`src/rtl/wb_manager_pkg.sv`:
```
// Shared types and constants for the wb_manager Wishbone initiator.
package wb_manager_pkg;

  typedef enum logic [1:0] {
    IDLE = 2'd0,
    BUS  = 2'd1,
    RESP = 2'd2
  } wb_manager_state_t;

  localparam int unsigned TIMEOUT_CYCLES_DEFAULT = 255;
  localparam logic [31:0] ERR_DATA               = 32'h0000_0000;

endpackage

```
`src/rtl/wb_timeout_counter.sv`:
```
// Bus-cycle counter for wb_manager.
// Ports: clk/rst (sync, active-high), clr (zero the count), en (count one cycle),
// tc (count equals TIMEOUT_CYCLES; never asserted when TIMEOUT_CYCLES is 0).
module wb_timeout_counter #(
  parameter int unsigned CNT_W          = 8,
  parameter int unsigned TIMEOUT_CYCLES = 255
) (
  input  logic clk,
  input  logic rst,
  input  logic clr,
  input  logic en,
  output logic tc
);

  localparam logic [CNT_W-1:0] TERM = CNT_W'(TIMEOUT_CYCLES);

  logic [CNT_W-1:0] count;

  // Saturates rather than wrapping, so a disabled timeout never aliases.
  always_ff @(posedge clk) begin
    if (rst || clr) begin
      count <= '0;
    end else if (en && (count != '1)) begin
      count <= count + 1'b1;
    end
  end

  assign tc = (TIMEOUT_CYCLES != 0) && (count == TERM);

endmodule

```
`src/rtl/wb_manager.sv`:
```
// Wishbone classic initiator: one valid/ready request becomes one bus cycle,
// the result is returned on a valid/ready response channel, with a timeout.
// Ports: wb_clk_i/wb_rst_i (sync, active-high); req_* request channel;
// rsp_* response channel; wbm_* Wishbone master port; busy = not IDLE.
module wb_manager
  import wb_manager_pkg::*;
#(
  parameter int unsigned TIMEOUT_CYCLES = TIMEOUT_CYCLES_DEFAULT,
  parameter int unsigned CNT_W          = 8
) (
  input  logic        wb_clk_i,
  input  logic        wb_rst_i,
  input  logic        req_valid,
  output logic        req_ready,
  input  logic        req_we,
  input  logic [3:0]  req_sel,
  input  logic [31:0] req_adr,
  input  logic [31:0] req_dat,
  output logic        rsp_valid,
  input  logic        rsp_ready,
  output logic [31:0] rsp_dat,
  output logic        rsp_err,
  output logic        wbm_cyc_o,
  output logic        wbm_stb_o,
  output logic        wbm_we_o,
  output logic [3:0]  wbm_sel_o,
  output logic [31:0] wbm_adr_o,
  output logic [31:0] wbm_dat_o,
  input  logic        wbm_ack_i,
  input  logic [31:0] wbm_dat_i,
  output logic        busy
);

  wb_manager_state_t state, state_next;

  logic        cyc_next;
  logic        we_next;
  logic [3:0]  sel_next;
  logic [31:0] adr_next;
  logic [31:0] dat_next;
  logic        rsp_valid_next;
  logic [31:0] rsp_dat_next;
  logic        rsp_err_next;
  logic        cnt_clr;
  logic        cnt_en;
  logic        cnt_tc;

  wb_timeout_counter #(
    .CNT_W          (CNT_W),
    .TIMEOUT_CYCLES (TIMEOUT_CYCLES)
  ) u_timeout (
    .clk (wb_clk_i),
    .rst (wb_rst_i),
    .clr (cnt_clr),
    .en  (cnt_en),
    .tc  (cnt_tc)
  );

  always_comb begin
    state_next     = state;
    cyc_next       = wbm_cyc_o;
    we_next        = wbm_we_o;
    sel_next       = wbm_sel_o;
    adr_next       = wbm_adr_o;
    dat_next       = wbm_dat_o;
    rsp_valid_next = rsp_valid;
    rsp_dat_next   = rsp_dat;
    rsp_err_next   = rsp_err;
    cnt_clr        = 1'b0;
    cnt_en         = 1'b0;

    case (state)
      IDLE: begin
        if (req_valid) begin
          we_next    = req_we;
          sel_next   = req_sel;
          adr_next   = req_adr;
          dat_next   = req_dat;
          cyc_next   = 1'b1;
          cnt_clr    = 1'b1;
          state_next = BUS;
        end
      end
      BUS: begin
        // ack takes priority over a timeout on the same edge.
        if (wbm_ack_i) begin
          cyc_next       = 1'b0;
          rsp_valid_next = 1'b1;
          rsp_dat_next   = wbm_we_o ? ERR_DATA : wbm_dat_i;
          rsp_err_next   = 1'b0;
          state_next     = RESP;
        end else if (cnt_tc) begin
          cyc_next       = 1'b0;
          rsp_valid_next = 1'b1;
          rsp_dat_next   = ERR_DATA;
          rsp_err_next   = 1'b1;
          state_next     = RESP;
        end else begin
          cnt_en = 1'b1;
        end
      end
      RESP: begin
        if (rsp_ready) begin
          rsp_valid_next = 1'b0;
          state_next     = IDLE;
        end
      end
      default: begin
        cyc_next       = 1'b0;
        rsp_valid_next = 1'b0;
        state_next     = IDLE;
      end
    endcase
  end

  always_ff @(posedge wb_clk_i) begin
    if (wb_rst_i) begin
      state     <= IDLE;
      wbm_cyc_o <= 1'b0;
      wbm_we_o  <= 1'b0;
      wbm_sel_o <= '0;
      wbm_adr_o <= '0;
      wbm_dat_o <= '0;
      rsp_valid <= 1'b0;
      rsp_dat   <= '0;
      rsp_err   <= 1'b0;
    end else begin
      state     <= state_next;
      wbm_cyc_o <= cyc_next;
      wbm_we_o  <= we_next;
      wbm_sel_o <= sel_next;
      wbm_adr_o <= adr_next;
      wbm_dat_o <= dat_next;
      rsp_valid <= rsp_valid_next;
      rsp_dat   <= rsp_dat_next;
      rsp_err   <= rsp_err_next;
    end
  end

  assign wbm_stb_o = wbm_cyc_o;
  assign req_ready = (state == IDLE);
  assign busy      = (state != IDLE);

endmodule

```
`config.mk`:
```
export PLATFORM = sky130hd
export DESIGN_NAME = wb_manager
export DESIGN_NICKNAME = d
export VERILOG_FILES = /design/src/rtl/wb_manager_pkg.sv /design/src/rtl/wb_timeout_counter.sv /design/src/rtl/wb_manager.sv
export SDC_FILE = /design/constraint.sdc
export NUM_CORES = 1
export LEC_CHECK = 0
export ABC_AREA = 0
export CAP_MARGIN = 20
export CORE_MARGIN = 2
export CORE_UTILIZATION = 43
export DETAILED_ROUTE_END_ITERATION = 16
export HOLD_SLACK_MARGIN = 0.02
export PLACE_DENSITY = 0.84
export SKIP_LAST_GASP = 1
export SLEW_MARGIN = 20
export SYNTH_ARGS = -nofsm -noshare
export SYNTH_HDL_FRONTEND = slang
export SYNTH_SLANG_ARGS = --single-unit
```
`constraint.sdc`:
```
create_clock -name wb_clk_i -period 3.8 [get_ports wb_clk_i]
set_clock_uncertainty 0.2 [all_clocks]
set_input_delay 0.57 -clock wb_clk_i [delete_from_list [all_inputs] [get_ports wb_clk_i]]
set_output_delay 0.57 -clock wb_clk_i [all_outputs]
set_load 0.01 [all_outputs]
```
Word-level counts from Yosys, hierarchy flattened
Index checks and enable logic that the tools add are counted.
- memory bits (read-only): 0
- bits of input ports: 106
- memory bits (writable): 0
- bits in registers: 114
- output and inout port bits: 107
- latch bits: 0
- memories: 0
- logic and storage cells: 52
- bitwise logic cells: 2
- equality and inequality tests: 7
- order comparisons: 0
- muxes and demuxes: 22
- divide/modulo/power cells: 0
- shift operators: 0
- add/sub/neg operators: 1
- $mul: 0
- reduce and logical (&&, ||, !) cells: 10
- operator list (cell ; number):
    32-bit 2-to-1 mux ; 3
    1-bit 2-to-1 mux ; 12
    3-bit AND reduction ; 3
    8-bit by 1-bit adder with 8-bit output (second input constant) ; 1
    8-bit == test (second input constant) ; 1
    2-bit 2-to-1 mux ; 4
    8-bit != test (second input constant) ; 1
    1-bit case mux with 3 select lines ; 2
    2-bit case mux with 3 select lines ; 1
    2-bit != test (second input constant) ; 2
    2-bit AND reduction ; 2
    2-bit nonzero test ; 2
    3-bit != test (second input constant) ; 1
    2-bit by 1-bit == test with 1-bit output (second input constant) ; 1
    2-bit == test (second input constant) ; 1
    2-bit logical NOT ; 1
    1-bit inverter ; 2
    1-bit logical AND ; 1
    1-bit logical OR ; 1

Depth between registers and ports, before layout
- word-level depth: 5
- mapped depth: 7
- gate-level depth less buffers: 5

Modules after synthesis
A second synthesis with hierarchy kept.
- cells, all modules: 524
- area, all modules: 4484.3 um2
- by module, submodules not included (module ; cells each ; seq. area each (um2) ; times used ; area each (um2)):
    wb_manager ; 475 ; 2122.0 ; 1 ; 4058.9
    wb_timeout_counter ; 49 ; 160.2 ; 1 ; 425.4

Worst setup path after synthesis
Ideal clock, no wire load.
- kind: input to register
- from: input port wb_rst_i
- to: register wbm_adr_o[0]
- path buffers: 3
- setup slack: 2.042 ns
- arrival time: 1.426 ns
- stages on the path: 4
- library setup time: 0.132 ns
- data required time: 3.468 ns
- cells stage by stage: clkbuf_1 -> clkbuf_1 -> clkbuf_1 -> a21oi_1
- RTL lines (element ; RTL line ; RTL):
    from (decl) ; wb_manager.sv:12 ; input logic wb_rst_i,
    to (signal assigned) ; wb_manager.sv:132 ; wbm_adr_o <= adr_next;
    to (decl) ; wb_manager.sv:27 ; output logic [31:0] wbm_adr_o,
No word-level cell between the ends.

Worst setup path in the final report
- from: register state[1]
- to: output port req_ready
- cells in the longest elaborated chain, start to end: 1
- RTL lines (element ; RTL line ; RTL):
    from (decl) ; wb_manager.sv:34 ; wb_manager_state_t state, state_next;
    from (signal assigned) ; wb_manager.sv:128 ; state <= state_next;
    2-bit logical NOT ; wb_manager.sv:141 ; assign req_ready = (state == IDLE);
    to (decl) ; wb_manager.sv:14 ; output logic req_ready,
Every way passes these cells.

==> report_table.html <==
<table>
<tr><th>Metric</th><th>Value</th></tr>
<tr><th colspan="2">Run status</th></tr>
<tr><td>Outcome</td><td>finished clean</td></tr>
<tr><th colspan="2">Placement</th></tr>
<tr><td>HPWL after detailed placement</td><td>around 9000 um</td></tr>
<tr><td>Port Buffers</td><td>212</td></tr>
<tr><td>Dpl ws</td><td>about 1200 ps</td></tr>
<tr><td>Weighted congestion at the end of routability-driven global placement</td><td>slightly above 0.8</td></tr>
<tr><th colspan="2">GRT</th></tr>
<tr><td>GRT overflow</td><td>0</td></tr>
<tr><td>Number of antenna violations at the first check in global routing</td><td>0</td></tr>
<tr><td>Total Routing Usage GR</td><td>about a quarter</td></tr>
<tr><td>Largest net degree at the start of global routing</td><td>79</td></tr>
<tr><td>Wire length of the first global-routing pass</td><td>roughly 21000 um</td></tr>
<tr><td>Via count of the first global-routing pass</td><td>approximately 4300</td></tr>
<tr><th colspan="2">Drt</th></tr>
<tr><td>Total number of vias</td><td>about 4400</td></tr>
<tr><td>Average wire per standard cell</td><td>about 15 um</td></tr>
<tr><td>TritonRoute pass-1 iters</td><td>4</td></tr>
<tr><td>Post-route antenna net violation count</td><td>0</td></tr>
<tr><td>Total wirelength of the detailed-routed design</td><td>approximately 13000 um</td></tr>
<tr><td>DR iter-0 viols</td><td>roughly 240</td></tr>
<tr><td>Drc violations</td><td>0</td></tr>
<tr><td>Vias per cell</td><td>~5</td></tr>
<tr><th colspan="2">CTS</th></tr>
<tr><td>H-Tree Depth</td><td>4</td></tr>
<tr><td>Clock insertion delay at the later pin of the skew report</td><td>between 500 and 600 ps</td></tr>
<tr><td>Clock transition at the registers of the reported paths</td><td>roughly 50 ps</td></tr>
<tr><td>Inserted Clock Buffers</td><td>17</td></tr>
<tr><td>Clk Tree Root Cell</td><td>sky130_fd_sc_hd__clkbuf_8</td></tr>
<tr><td>Setup Buffers After CTS</td><td>0</td></tr>
<tr><td>TritonCTS clock tree</td><td>yes</td></tr>
<tr><td>Max Root-Sink Buffers</td><td>2</td></tr>
<tr><td>Resized Gates After CTS</td><td>0</td></tr>
<tr><td>Clock Sinks</td><td>between 100 and 150</td></tr>
<tr><td>Hold buffer count at cts</td><td>0</td></tr>
<tr><th colspan="2">Logic synthesis</th></tr>
<tr><td>Count of flip-flops with a built-in enable after synthesis</td><td>0</td></tr>
<tr><td>Sequential share of the synthesized area</td><td>a little over half</td></tr>
<tr><td>Number of warnings issued by yosys</td><td>0</td></tr>
<tr><td>Async set-reset flop share out of synthesis</td><td>0%</td></tr>
<tr><td>Cell count after synthesis</td><td>~520</td></tr>
<tr><td>Top cells by count, synth</td><td>176 x sky130_fd_sc_hd__nand2_1, 114 x sky130_fd_sc_hd__dfxtp_1, 93 x sky130_fd_sc_hd__a21oi_1</td></tr>
<tr><td>Number of library cell types mapped by synthesis</td><td>36</td></tr>
<tr><td>Post-synthesis cell type with the largest combined area</td><td>sky130_fd_sc_hd__dfxtp_1</td></tr>
<tr><td>Cell types with the largest area share after synthesis</td><td>sky130_fd_sc_hd__dfxtp_1 53%, sky130_fd_sc_hd__nand2_1 15%, sky130_fd_sc_hd__a21oi_1 11%</td></tr>
<tr><td>Synth Area per Inst</td><td>8.433 um^2</td></tr>
<tr><td>Synth Flop Type</td><td>sky130_fd_sc_hd__dfxtp_1</td></tr>
<tr><td>Cell with the most instances after synthesis</td><td>sky130_fd_sc_hd__nand2_1</td></tr>
<tr><td>Nets in the synthesized netlist</td><td>a little over 600</td></tr>
<tr><td>Cell area after synthesis</td><td>roughly 4300 um^2</td></tr>
<tr><td>Number of register bits inferred by synthesis</td><td>approximately 110</td></tr>
<tr><td>Area share of the largest cell type after synthesis</td><td>between 50% and 60%</td></tr>
<tr><th colspan="2">Power</th></tr>
<tr><td>Largest vdd supply drop</td><td>slightly below 0.3 mV</td></tr>
<tr><td>Power density relative to cell area</td><td>approximately 470 nW/um^2</td></tr>
<tr><td>Static Leak</td><td>~2.5 nW</td></tr>
<tr><th colspan="2">Worst setup path</th></tr>
<tr><td>Crit end category</td><td>output pin</td></tr>
<tr><td>Crit path arrival time</td><td>~1900 ps</td></tr>
<tr><td>Req. time, crit path</td><td>3030 ps</td></tr>
<tr><td>Worst r2r src</td><td>u_timeout.count[0]</td></tr>
<tr><td>Type of the worst setup path</td><td>reg -&gt; out</td></tr>
<tr><td>Critical Path Start</td><td>state[1]</td></tr>
<tr><td>CP Launch Type</td><td>flip-flop</td></tr>
<tr><td>Largest driver fanout on the critical path</td><td>9</td></tr>
<tr><th colspan="2">STA</th></tr>
<tr><td>Setup tns final</td><td>0 ps</td></tr>
<tr><td>Worst-case headroom to the max-slew limit</td><td>between 40% and 50%</td></tr>
<tr><td>Final Hold Violating Endpoints</td><td>0</td></tr>
<tr><td>Maximum clock frequency</td><td>about 380 MHz</td></tr>
<tr><td>Final Setup Violations</td><td>0</td></tr>
<tr><td>Unrepaired setup endpoints after global routing</td><td>no</td></tr>
<tr><td>Worst-Margin Slew</td><td>between 800 and 900 ps</td></tr>
<tr><td>Slack of the critical path</td><td>about 1200 ps</td></tr>
<tr><td>Final Critical Period</td><td>about 2600 ps</td></tr>
<tr><td>Post-route worst hold slack</td><td>about 250 ps</td></tr>
<tr><td>Slew Limit Fails</td><td>0</td></tr>
<tr><td>Final clock period utilization by the worst path</td><td>68.88%</td></tr>
<tr><th colspan="2">Die</th></tr>
<tr><td>Starting density of the core</td><td>around 44%</td></tr>
<tr><td>I/O pin count</td><td>213</td></tr>
<tr><td>Core Area</td><td>just under 10000 um^2</td></tr>
<tr><td>Die height</td><td>around 100 um</td></tr>
<tr><td>Standard-cell row count</td><td>36</td></tr>
<tr><td>Die W</td><td>104.5 um</td></tr>
<tr><td>Die area</td><td>roughly 11000 um^2</td></tr>
<tr><th colspan="2">Cells and area</th></tr>
<tr><td>Fraction of final layout cells sized beyond drive strength 1</td><td>8.299%</td></tr>
<tr><td>Area used by sequential logic in the layout</td><td>2282 um^2</td></tr>
<tr><td>Filler Cells Inserted</td><td>around 770</td></tr>
<tr><td># nets final</td><td>between 800 and 900</td></tr>
<tr><td>Diode count</td><td>0</td></tr>
<tr><td>Multi-input logic area</td><td>1862 um^2</td></tr>
<tr><td>Signed area change from the synthesized netlist to the final layout</td><td>61.19%</td></tr>
<tr><th colspan="2">Worst hold path</th></tr>
<tr><td>Worst hold path startpoint</td><td>wbm_dat_o[27]</td></tr>
<tr><td>Kind of path behind the tightest hold check</td><td>reg -&gt; reg</td></tr>
<tr><th colspan="2">Flow run</th></tr>
<tr><td>Number of violations of the max-capacitance limit</td><td>0</td></tr>
</table>
[sequential cells by signal (all words and copies together), names as in the netlist]
signal	count
rsp_err	1
wbm_cyc_o	1
state	2
wbm_dat_o	32
u_timeout.count	8
wbm_sel_o	4
rsp_valid	1
wbm_adr_o	32
wbm_we_o	1
rsp_dat	32
[worst max-delay path: stages (launching register included)]
cell,delay [ps]
sky130_fd_sc_hd__dfxtp_1,390
sky130_fd_sc_hd__nor2_1,320
sky130_fd_sc_hd__clkdlybuf4s50_1,630
[per-layer routing]
layer / part of all wire (%) / wire (um) / GRT usage [%] / up-vias
met5: 0 / 0 / 0 / -
met4: 3.2 / 417 / 11.29 / 0
met3: 6.3 / 815 / 8.333 / 34
met2: 51 / 6644 / 41.13 / 185
met1: 39 / 5055 / 25.69 / 2040
li1: - / - / - / 2134
[path summary, 6_finish.rpt]
check,end,slack (ps),cells after the start
setup / recovery,req_ready,1180,2
hold / removal,wbm_dat_o[27],250,2
hold reg to reg,wbm_dat_o[27],250,2
setup reg to reg,rsp_dat[23],1390,6
[where the power goes]
group	internal, mW	switching [mW]	total [mW]
clock	0.907	0.495	1.40
sequential	1.28	0.0513	1.33
combinational	0.299	0.251	0.550
total	2.48	0.798	3.28
[cells in the final DEF (no fill, tap or decap), types with 2 or more instances in the layout]
cell type,synthesis,layout
sky130_fd_sc_hd__a22oi_2,10,10
sky130_fd_sc_hd__nor2_1,10,10
sky130_fd_sc_hd__mux2i_1,2,2
sky130_fd_sc_hd__a21oi_2,11,11
sky130_fd_sc_hd__a21oi_1,93,93
sky130_fd_sc_hd__nor2b_1,2,2
sky130_fd_sc_hd__dfxtp_1,114,114
sky130_fd_sc_hd__o21ai_0,4,4
sky130_fd_sc_hd__nor3_1,2,2
sky130_fd_sc_hd__a22oi_1,22,22
sky130_fd_sc_hd__a31oi_1,2,2
sky130_fd_sc_hd__clkbuf_16,0,16
sky130_fd_sc_hd__clkbuf_1,18,5
sky130_fd_sc_hd__xnor2_1,2,2
sky130_fd_sc_hd__nand2_1,176,175
sky130_fd_sc_hd__and4_1,2,2
sky130_fd_sc_hd__nand3_1,4,4
sky130_fd_sc_hd__clkdlybuf4s50_1,0,211
sky130_fd_sc_hd__clkinv_2,0,5
sky130_fd_sc_hd__clkbuf_8,0,4
sky130_fd_sc_hd__a211oi_1,3,3
sky130_fd_sc_hd__nand4_1,2,2
sky130_fd_sc_hd__buf_4,1,6
[metrics by stage]
stage	total power [mW]	cell area, um^2	utilization [%]	cells
2_1_floorplan	1.592	4343	-	515
3_3_place_gp	1.883	6466	66.15	825
3_5_place_dp	1.904	6471	66.21	825
4_1_cts	3.320	7000	71.62	856
5_1_grt	3.426	7000	71.62	856
6_report	3.281	7000	71.62	856
[cell families (layout without fill, tap and decap cells)]
kind of cell,count (synthesis),in the layout,synth area share [%]
simple gates,208,208,20.05
buf+inv,41,249,4.869
compound gates,146,146,21.18
fa+ha+maj,1,1,0.2881
flops,114,114,52.55
xor+xnor,3,3,0.6051
mux,2,2,0.4610
[area by class of cell]
cell class,instances,area share (%)
repair buffers,217,30.81
multi-input cells,360,26.60
clock inverters,6,0.7864
inverters,1,0.05362
well taps,133,2.377
clock buffers,25,6.774
flip-flops and latches,114,32.60
(Power assumes the default switching activity.)
